File: config.mk
export PLATFORM = sky130hd
export DESIGN_NAME = operand_issue_stage
export DESIGN_NICKNAME = d
export VERILOG_FILES = /design/src/rtl/operand_issue_stage.sv
export SDC_FILE = /design/constraint.sdc
export NUM_CORES = 1
export LEC_CHECK = 0
export CAP_MARGIN = 15
export CORE_UTILIZATION = 50
export CTS_BUF_LIST = sky130_fd_sc_hd__clkbuf_8
export CTS_CLUSTER_DIAMETER = 100
export DETAILED_ROUTE_END_ITERATION = 8
export PLACE_DENSITY = 0.83
export SLEW_MARGIN = 25
export SYNTH_ARGS = -nofsm -noshare
export SYNTH_HDL_FRONTEND = slang
export SYNTH_SLANG_ARGS = --single-unit
File: constraint.sdc
create_clock -name in_clk -period 3.7 [get_ports in_clk]
set_input_delay 0.925 -clock in_clk [delete_from_list [all_inputs] [get_ports in_clk]]
set_output_delay 0.925 -clock in_clk [all_outputs]
set_load 0.01 [all_outputs]
File: src/rtl/operand_issue_stage.sv
// Decode-to-execute issue stage: scoreboarded RAW/WAW hazard hold, one-entry ID/EX register.
// Optional writeback bypass enabled by defining WB_BYPASS_EN.
module operand_issue_stage #(
  parameter int NREG   = 64,
  parameter int RIDX_W = 6,
  parameter int DATA_W = 32,
  parameter int CTRL_W = 8
) (
  input  logic              in_clk,
  input  logic              in_rst_n,
  input  logic              in_valid,
  output logic              out_ready,
  input  logic [RIDX_W-1:0] in_rs,
  input  logic [RIDX_W-1:0] in_rt,
  input  logic [RIDX_W-1:0] in_rd,
  input  logic              in_ctrl_regwrt,
  input  logic [CTRL_W-1:0] in_ctrl,
  output logic [RIDX_W-1:0] out_rf_rs,
  output logic [RIDX_W-1:0] out_rf_rt,
  input  logic [DATA_W-1:0] in_rf_rsval,
  input  logic [DATA_W-1:0] in_rf_rtval,
  input  logic              in_wb_valid,
  input  logic [RIDX_W-1:0] in_wb_rd,
  input  logic [DATA_W-1:0] in_wb_val,
  input  logic              in_flush,
  output logic              out_valid,
  input  logic              in_ready,
  output logic [DATA_W-1:0] out_rsval,
  output logic [DATA_W-1:0] out_rtval,
  output logic [RIDX_W-1:0] out_rd,
  output logic              out_ctrl_regwrt,
  output logic [CTRL_W-1:0] out_ctrl
);

  logic [NREG-1:0]   busy;
  logic [NREG-1:0]   busy_nxt;
  logic              rs_byp, rt_byp, rd_byp;
  logic              hazard;
  logic              slot_free;
  logic              issue;
  logic [DATA_W-1:0] rs_op, rt_op;

  assign out_rf_rs = in_rs;
  assign out_rf_rt = in_rt;

`ifdef WB_BYPASS_EN
  assign rs_byp = in_wb_valid && (in_wb_rd == in_rs);
  assign rt_byp = in_wb_valid && (in_wb_rd == in_rt);
  assign rd_byp = in_wb_valid && (in_wb_rd == in_rd);
  assign rs_op  = rs_byp ? in_wb_val : in_rf_rsval;
  assign rt_op  = rt_byp ? in_wb_val : in_rf_rtval;
`else
  logic unused_wb_val;
  assign unused_wb_val = ^in_wb_val;
  assign rs_byp = 1'b0;
  assign rt_byp = 1'b0;
  assign rd_byp = 1'b0;
  assign rs_op  = in_rf_rsval;
  assign rt_op  = in_rf_rtval;
`endif

  // Hazards look only at registered busy; a same-cycle retire helps only through bypass.
  assign hazard = (busy[in_rs] & ~rs_byp)
                | (busy[in_rt] & ~rt_byp)
                | (in_ctrl_regwrt & busy[in_rd] & ~rd_byp);

  assign slot_free = ~out_valid | in_ready;
  assign out_ready = slot_free & ~hazard & ~in_flush;
  assign issue     = in_valid & out_ready;

  // Later assignments win: wb clear, then flush clear, then issue set.
  always_comb begin
    busy_nxt = busy;
    if (in_wb_valid)
      busy_nxt[in_wb_rd] = 1'b0;
    if (in_flush && out_valid && out_ctrl_regwrt)
      busy_nxt[out_rd] = 1'b0;
    if (issue && in_ctrl_regwrt)
      busy_nxt[in_rd] = 1'b1;
  end

  always_ff @(posedge in_clk or negedge in_rst_n) begin
    if (!in_rst_n)
      busy <= '0;
    else
      busy <= busy_nxt;
  end

  always_ff @(posedge in_clk or negedge in_rst_n) begin
    if (!in_rst_n) begin
      out_valid       <= 1'b0;
      out_rsval       <= '0;
      out_rtval       <= '0;
      out_rd          <= '0;
      out_ctrl_regwrt <= 1'b0;
      out_ctrl        <= '0;
    end else if (in_flush) begin
      out_valid <= 1'b0;
    end else if (issue) begin
      out_valid       <= 1'b1;
      out_rsval       <= rs_op;
      out_rtval       <= rt_op;
      out_rd          <= in_rd;
      out_ctrl_regwrt <= in_ctrl_regwrt;
      out_ctrl        <= in_ctrl;
    end else if (in_ready) begin
      out_valid <= 1'b0;
    end
  end

endmodule

== Word level (Yosys, flattened, before mapping) ==
Cells that the tools add are included.
Storage, ports and cells
  register bits: 144
  bits of input ports: 135
  output and inout bits: 93
  word-level logic and storage cells: 56
Cells by class
  $lt $le $gt $ge: 8
  muxes and demuxes: 18
  bitwise gates (word level): 15
  reduce and logical (&&, ||, !) cells: 8
Operators with widths (number)
  2-to-1 mux 64 bit: 3
  bitwise AND 64 bit: 2
  inverter 64 bit: 2
  OR 64 bit: 1
  less-than comparator 6 x 7 -> 1 bit (second input constant): 5
  binary-select mux 1 bit (select 6 bit): 3
  demux 1 bit (select 6 bit): 3
  greater-or-equal comparator 6 x 1 -> 1 bit (second input constant): 3
  2-to-1 mux 1 bit: 9
  logical AND 1 bit: 6
  bitwise AND 1 bit: 4
  inverter 1 bit: 3
  OR 1 bit: 3
  nonzero test 3 bit: 1
  AND reduction 2 bit: 1

== Depth between registers and ports, before layout ==
Gate-level depths: netlist of run 1.
  word-level depth: 11
  mapped depth: 12
  gate-level depth less buffers: 7

== Worst setup path before layout of run 1 ==
Ideal clock, no wire load.
  kind: input to output
  from: in in_rs[2]
  to: out out_ready
  arrival time: 2.673 ns
  data required time: 2.775 ns
  setup slack: 0.102 ns
  stages on the path: 8
  buffers on the path: 2
  cells stage by stage: clkbuf_1 > clkbuf_1 > mux4_1 > a22oi_1 > a21oi_1 > nor4_1 > o311ai_1 > and2b_2
Between the ends
  cells in the longest elaborated chain, start to end: 7
RTL lines
  start, declared: RTL line 13  | input logic [RIDX_W-1:0] in_rs,
  binary-select mux 1 bit (select 6 bit): RTL line 63  | assign hazard = (busy[in_rs] & ~rs_byp)
  2-to-1 mux 1 bit (not written as such): RTL line 63
  OR 1 bit: RTL line 64  | | (busy[in_rt] & ~rt_byp)
  OR 1 bit: RTL line 65  | | (in_ctrl_regwrt & busy[in_rd] & ~rd_byp);
  inverter 1 bit: RTL line 68  | assign out_ready = slot_free & ~hazard & ~in_flush;
  bitwise AND 1 bit (2 in series): RTL line 68
  end, declared: RTL line 12  | output logic out_ready,
No other way between the ends. The select of a mux whose other input is x is not followed.

== Worst setup path in the final report of run 1 ==
  from: in in_rt[4]
  to: out out_ready
Between the ends
  cells in the longest elaborated chain, start to end: 7
RTL lines
  start, declared: RTL line 14  | input logic [RIDX_W-1:0] in_rt,
  binary-select mux 1 bit (select 6 bit): RTL line 64
  2-to-1 mux 1 bit (not written as such): RTL line 64
  OR 1 bit: RTL line 64
  OR 1 bit: RTL line 65
  inverter 1 bit: RTL line 68
  bitwise AND 1 bit (2 in series): RTL line 68
No other way between the ends. The select of a mux whose other input is x is not followed.

==> results of run 1 <==
state kept, by name, summed over array words and instances (netlist names):
name,cells
busy,64
out_ctrl,8
out_ctrl_regwrt,1
out_rd,6
out_rsval,32
out_rtval,32
out_valid,1
metrics by stage:
| step | utilization (%) | instance area, µm² |
|---|---|---|
| floorplan | - | 8280 |
| global placement | 68.0 | 10900 |
| detailed placement | 68.0 | 10900 |
| CTS | 72.9 | 11700 |
| global route | 73.2 | 11700 |
| finish | 73.2 | 11700 |
cell type report:
class                      instances  area share, %
inverter                           9          0.288
tap                              216           2.31
sequential                       144           30.8
clock inverter                    15           1.25
clock buffer                      17           2.00
timing repair buffer             311           26.6
multi-input combinational        488           36.8
cell families (layout without fill, tap and decap cells):
logic type	Yosys count	count (layout)	synth area share, %
compound gates	235	235	18.5
buf+inv	70	352	6.13
flops	144	144	43.5
mux	135	135	23.9
simple gates	118	118	7.98
what timing repair did:
action                     4_1_cts  5_1_grt
hold buffers                     0        0
pin swaps                       17        7
setup buffers                   19        0
setup endpoints to repair        6        1
gates cloned                     4        0
resized for setup               90       22
worst max-delay path, delay by kind of cell:
family          cells  cell delay (ns)
compound gates      2             0.40
buf+inv             4             0.88
mux                 2             0.40
simple gates        1             0.26
worst max path at each step:
stage | cells past startpoint | end | slack [ns]
floorplan | 8 | out_ready | 0.10
global placement | 9 | out_ready | -1.14
detailed placement | 9 | out_ready | -1.16
CTS | 9 | out_ready | -0.08
global route | 9 | out_ready | -0.14
finish | 9 | out_ready | -0.11
report_power, final:
group          switching [µW]  internal (µW)  leakage [µW]
registers                 243           1850       0.00182
clock network             641            595      0.000193
logic                     713            986       0.00294
total                    1600           3430       0.00495
layout by cell type (no fill, tap or decap), types with 3 or more instances in the layout:
| cell | n |
|---|---|
| a21oi_1 | 67 |
| a22o_1 | 4 |
| a22oi_1 | 3 |
| a22oi_2 | 7 |
| a31o_1 | 5 |
| a31o_2 | 60 |
| a31oi_1 | 3 |
| and3_1 | 4 |
| and3b_1 | 6 |
| buf_12 | 15 |
| buf_16 | 3 |
| buf_4 | 92 |
| buf_6 | 8 |
| clkbuf_8 | 17 |
| clkdlybuf4s50_1 | 183 |
| clkinvlp_4 | 4 |
| dfrtp_1 | 144 |
| inv_1 | 12 |
| inv_6 | 3 |
| mux2_2 | 84 |
| mux2i_1 | 11 |
| mux4_2 | 37 |
| nand2_1 | 20 |
| nand2b_1 | 10 |
| nand3_1 | 9 |
| nand3b_1 | 3 |
| nand4_1 | 4 |
| nor2_1 | 20 |
| nor2b_1 | 7 |
| nor3_1 | 8 |
| nor3b_1 | 5 |
| o21ai_0 | 64 |
synth_stat cells (all sizes together) (4+ instances only):
| master | n | area (µm²) |
|---|---|---|
| a31o | 65 | 569 |
| inv | 9 | 33.8 |
| mux2 | 85 | 957 |
| mux4 | 37 | 893 |
| nor3b | 8 | 75.1 |
| nand2 | 21 | 78.8 |
| nor3 | 8 | 40.0 |
| buf | 37 | 304 |
| dfrtp | 144 | 3600 |
| a21oi | 69 | 345 |
| nand4 | 4 | 25.0 |
| nand3 | 10 | 50.1 |
| clkbuf | 24 | 170 |
| a22o | 4 | 35.0 |
| mux2i | 13 | 130 |
| a22oi | 10 | 75.1 |
| and3 | 4 | 25.0 |
| nor2b | 9 | 56.3 |
| nand2b | 10 | 62.6 |
| o21ai | 66 | 330 |
| and3b | 6 | 52.6 |
| nor2 | 23 | 86.3 |
metal layers:
metal  global-route usage [%]  vias up  wire [µm]
li1                         -     3239          -
met1                     44.8     3732      10600
met2                     57.1      614      13600
met3                     13.2      149       4070
met4                     20.0        0       1860
met5                        0        -          0
==> metrics.md, run 1 <==
| Metric | Value |
|---|---|
| Area of the multi-input gates | `4310 µm²` |
| Syn Nets | `837` |
| Initial antenna violation count | `0` |
| Critical Path Fanout Max | `5` |
| Fin cells | `1200` |
| Die Y | `131 µm` |
| Final Setup Violations | `1` |
| GR Overflow Total | `0` |
| Fin Hold WS | `0.456 ns` |
| Via count | `7734` |
| Fin. max-slew vios | `0` |
| Layout Area Growth over Synthesis | `41.4%` |
| Highest Clock Rate | `263 MHz` |
| Clock root cell | `clkbuf_8` |
| FILL cells | `1117` |
| Worst r2r dst | `out_rsval[11]` |
| Core Footprint | `16000 µm²` |
| # port buffers | `195` |
| Synth Warn # | `0` |
| Dpl ws | `-1.16 ns` |
| Routed length per instance | `25.1 µm` |
| RSZ-0062 raised after global routing | `true` |
| Crit path cell chain | `clkdlybuf4s50_1 -> inv_1 -> buf_6 -> mux2i_4 -> mux2i_1 -> a32oi_2 -> o311ai_4 -> and2b_2 -> buf_6` |
| Slowest-stage cell, CP | `clkdlybuf4s50_1` |
| Seq cells post-synth | `144` |
| Mapped Avg Cell Area | `11.8 µm²` |
| Drt drc | `0` |
| HP Class | `in2async` |
| Minimum clock period | `3.81 ns` |
| Worst-path clk slew | `0.08 ns` |
| Syn Inst Count | `702` |
| R2R Path Start | `busy[44]` |
| Maxcap violations | `0` |
| Initial DRC Count | `991` |
| Chip Width | `131 µm` |
| CP most frequent cell | `buf_6` |
| Post-synth ARST share | `100%` |
| # nets final | `1106` |
| Final wirelength | `30.1 mm` |
| Synthesized cell area | `8280 µm²` |
| Pwr dens | `429 nW/µm²` |
| Slew headroom | `21.9%` |
| Flop-to-flop setup slack | `0.72 ns` |
| Worst endpoint data arrival time | `2.88 ns` |
| Register area | `3600 µm²` |
| VDD IR-drop max | `0.383 mV` |
| Req. time, crit path | `2.77 ns` |
| Critical Path Source Type | `primary input` |
| Top FF cell, synth | `dfrtp_1` |
| Largest net degree at the start of global routing | `70` |
| FP Rows | `46` |
| Worst setup path class | `in2out` |
| I/O pin count | `228` |
| Via/cell ratio | `6.45` |
| Worst path max stage delay | `0.48 ns` |
| Setup WS post-layout | `-0.108 ns` |
| Pre-Repair DR Iteration Count | `6` |
| Worst slew pin tran | `1.17 ns` |
| Max Root-Sink Buffers | `2` |
| Post-DRT Antenna Nets | `0` |
| R2R depth | `10` |
| Clock skew | `0.0188 ns` |
| EDFF count, synth | `0` |
| Global-route wire length before repair | `45.6 mm` |
| Cells after DPL | `1145` |
| Status | `complete, but fails checks` |
| Share of layout cells above drive strength 1 | `37.7%` |
| CTS tree | `done` |
| # H-tree levels | `4` |
| Initial core utilization | `51.8%` |
| # diodes | `0` |
| Leakage | `0.00495 µW` |
| Post-DP HPWL | `21.7 mm` |
| Failing checks | `setup timing` |
| TritonCTS buffer count | `17` |
| # clock sinks | `144` |
| Tcrit/Tclk final | `103%` |
| Fin. Hold Viols | `0` |
| Setup_tns | `-0.108 ns` |
| Routability congestion estimate | `1.10` |
| CP Capture Type | `primary output` |
| PnR Total Power | `5030 µW` |
| Total GRT Usage | `36.7%` |
| Die ar. | `17100 µm²` |
| Crit path from | `in_rt[4]` |
| Sequential share of the synthesized area | `43.5%` |
| Clk Latency, worst-skew pair | `0.47 ns` |
| Unique cell type count in the Yosys netlist | `54` |
| Vias in the first global route | `8021` |
No activity file was read; power rests on OpenSTA's default activity.
==> inputs of run 2 (changes only) <==
--- a/config.mk
+++ b/config.mk
@@ -11,6 +11,7 @@
 export CTS_CLUSTER_DIAMETER = 100
 export DETAILED_ROUTE_END_ITERATION = 8
 export PLACE_DENSITY = 0.83
+export RECOVER_POWER = 25
 export SLEW_MARGIN = 25
 export SYNTH_ARGS = -nofsm -noshare
 export SYNTH_HDL_FRONTEND = slang
==> run 2 against run 1 <==
Compared with the run above:
- critical path depth unchanged
- register-to-register slack about the same
- worst hold slack better by 0.054 ns
- utilization down 0.078 points
- global-route usage unchanged
- fmax down 0.24%
- flip-flop and latch count unchanged
- sequential share of layout area about the same
- the run ends with capacitance limit, slew limit, setup timing left
- non-clock buffer count unchanged
- critical path type unchanged
==> metrics.md, run 2 (synthesized netlist as in run 1, its figures left out) <==
| Metric | Value |
|---|---|
| Routed length per instance | `25.2 µm` |
| Clock skew | `0.0151 ns` |
| Minimum clock period | `3.82 ns` |
| # nets final | `1106` |
| FILL cells | `1119` |
| Chip Width | `131 µm` |
| GR Overflow Total | `0` |
| Vias in the first global route | `8021` |
| FP Rows | `46` |
| Core Footprint | `16000 µm²` |
| Pwr dens | `429 nW/µm²` |
| Drt drc | `0` |
| VDD IR-drop max | `0.382 mV` |
| Maxcap violations | `1` |
| Comb power frac | `33.8%` |
| Final Setup Violations | `1` |
| Initial DRC Count | `1093` |
| Worst slew pin tran | `1.73 ns` |
| Critical Path Fanout Max | `5` |
| # port buffers | `195` |
| Highest Clock Rate | `262 MHz` |
| Top flop regs | `busy x64, out_rsval x32, out_rtval x32` |
| Clock root cell | `clkbuf_8` |
| Commonest non-fill, non-tap cell in the layout | `clkdlybuf4s50_1` |
| Via count | `7813` |
| Largest register by flop count | `busy` |
| PnR Total Power | `5020 µW` |
| Sw frac | `31.7%` |
| Slew headroom | `-15.2%` |
| Hold buffers post-CTS | `0` |
| Worst endpoint data arrival time | `2.89 ns` |
| Fin. Hold Viols | `0` |
| CTS tree | `done` |
| Leakage | `0.00494 µW` |
| Register share of total power | `41.7%` |
| Internal power | `3430 µW` |
| Die Y | `131 µm` |
| Layout Area Growth over Synthesis | `41.3%` |
| Status | `complete, but fails checks` |
| Most frequent cells in the layout | `clkdlybuf4s50_1, dfrtp_1, buf_4, mux2_2, a21oi_1` |
| Clk Latency, worst-skew pair | `0.46 ns` |
| Post-DRT Antenna Nets | `0` |
| RSZ-0062 raised after global routing | `true` |
| Share of layout cells above drive strength 1 | `37.6%` |
| I/O pin count | `228` |
| Sw power | `1590 µW` |
| HP Class | `reg2reg` |
| TritonCTS buffer count | `17` |
| Routability congestion estimate | `1.10` |
| Req. time, crit path | `2.77 ns` |
| Dpl ws | `-1.16 ns` |
| Max reg flops | `64` |
| Die ar. | `17100 µm²` |
| Setup WS post-layout | `-0.117 ns` |
| Via/cell ratio | `6.51` |
| Fin. max-slew vios | `70` |
| Tcrit/Tclk final | `103%` |
| Global-route wire length before repair | `45.6 mm` |
| Post-DP HPWL | `21.7 mm` |
| Final wirelength | `30.3 mm` |
| Initial core utilization | `51.8%` |
| # clock sinks | `144` |
| # diodes | `0` |
| Clock Power Share | `24.5%` |
| Total GRT Usage | `36.7%` |
| # H-tree levels | `4` |
| Critical Path Source Type | `primary input` |
| CP Capture Type | `primary output` |
| Initial antenna violation count | `0` |
| Largest net degree at the start of global routing | `70` |
| Max Root-Sink Buffers | `2` |
| Pre-Repair DR Iteration Count | `7` |
| Worst-path clk slew | `0.08 ns` |
| Failing checks | `capacitance limit, slew limit, setup timing` |
| Worst setup path class | `in2out` |
-- run 2: cell types whose count changed in the layout (fill, tap and decap cells not counted), sizes merged --
cell	previous run	this run
clkbuf	18	21
buf	122	119
-- run 2: power by group through the flow --
stage                     Sequential, µW  Combinational (µW)  Clock (µW)
final                               2090                1700        1230
after global routing                2120                1780        1300
after CTS                           2080                1680        1240
after detailed placement            2110                1600           0
after global placement              2090                1560           0
after floorplan                     2130                 664           0
-- run 2: path summary, 6_finish.rpt --
path,from,endpoint,slack (ns),depth (start not counted)
setup reg to reg,busy[44],busy[50],0.72,10
max in group asynchronous,in_rst_n,busy[24],0.90,2
hold reg to reg,out_rsval[17],out_rsval[17],0.51,1
setup / recovery,in_rt[4],out_ready,-0.12,9
min in group asynchronous,in_rst_n,out_rsval[10],0.92,1
hold / removal,out_rsval[17],out_rsval[17],0.51,1
-- run 2: timing repair --
item / in CTS / in global routing
cloned: 4 / 0
setup buffers: 19 / 0
setup endpoints to repair: 6 / 1
gates resized for setup: 90 / 22
pin swaps: 17 / 7
-- run 2: metrics by stage --
stage	hold WS [ns]	cell area, µm²	TNS (ns)	util, %	cells
finish	0.510	11700	-0.117	73.1	1200
global route	0.529	11700	-0.139	73.1	1200
CTS	0.472	11700	-0.0850	72.9	1200
detailed placement	0.495	10900	-58.69	68.0	1145
global placement	0.489	10900	-50.45	68.0	1145
floorplan	0.551	8280	0	-	702
-- run 2: final cells by class --
class / instances / area, µm² / share of cell area, %
Sequential cell: 144 / 3600 / 30.8
Clock inverter: 15 / 146 / 1.25
Inverter: 9 / 33.8 / 0.289
Clock buffer: 17 / 234 / 2.00
Timing Repair Buffer: 311 / 3100 / 26.5
Multi-Input combinational cell: 488 / 4310 / 36.9
Tap cell: 216 / 270 / 2.31
-- run 2: routing by layer --
| metal | global-route usage (%) | share of wire (%) | up-vias |
|---|---|---|---|
| met5 | 0 | 0 | - |
| met4 | 20.0 | 6.2 | 0 |
| met3 | 13.2 | 14 | 159 |
| met2 | 57.1 | 45 | 672 |
| met1 | 44.8 | 35 | 3745 |
| li1 | - | - | 3237 |
-- run 2: worst max-delay path: stages --
cell and delay [ns]:
clkdlybuf4s50_1 0.49, inv_1 0.13, buf_6 0.16, mux2i_4 0.27, mux2i_1 0.13, a32oi_2 0.21
o311ai_4 0.20, and2b_2 0.26, buf_6 0.11
==> inputs of run 3 (changes only) <==
--- a/config.mk
+++ b/config.mk
@@ -12,7 +12,7 @@
 export DETAILED_ROUTE_END_ITERATION = 8
 export PLACE_DENSITY = 0.83
 export RECOVER_POWER = 25
-export SLEW_MARGIN = 25
+export SLEW_MARGIN = 15
 export SYNTH_ARGS = -nofsm -noshare
 export SYNTH_HDL_FRONTEND = slang
 export SYNTH_SLANG_ARGS = --single-unit
==> results of run 3 <==
Final layout, timing and power as in run 2 (identical DEF).
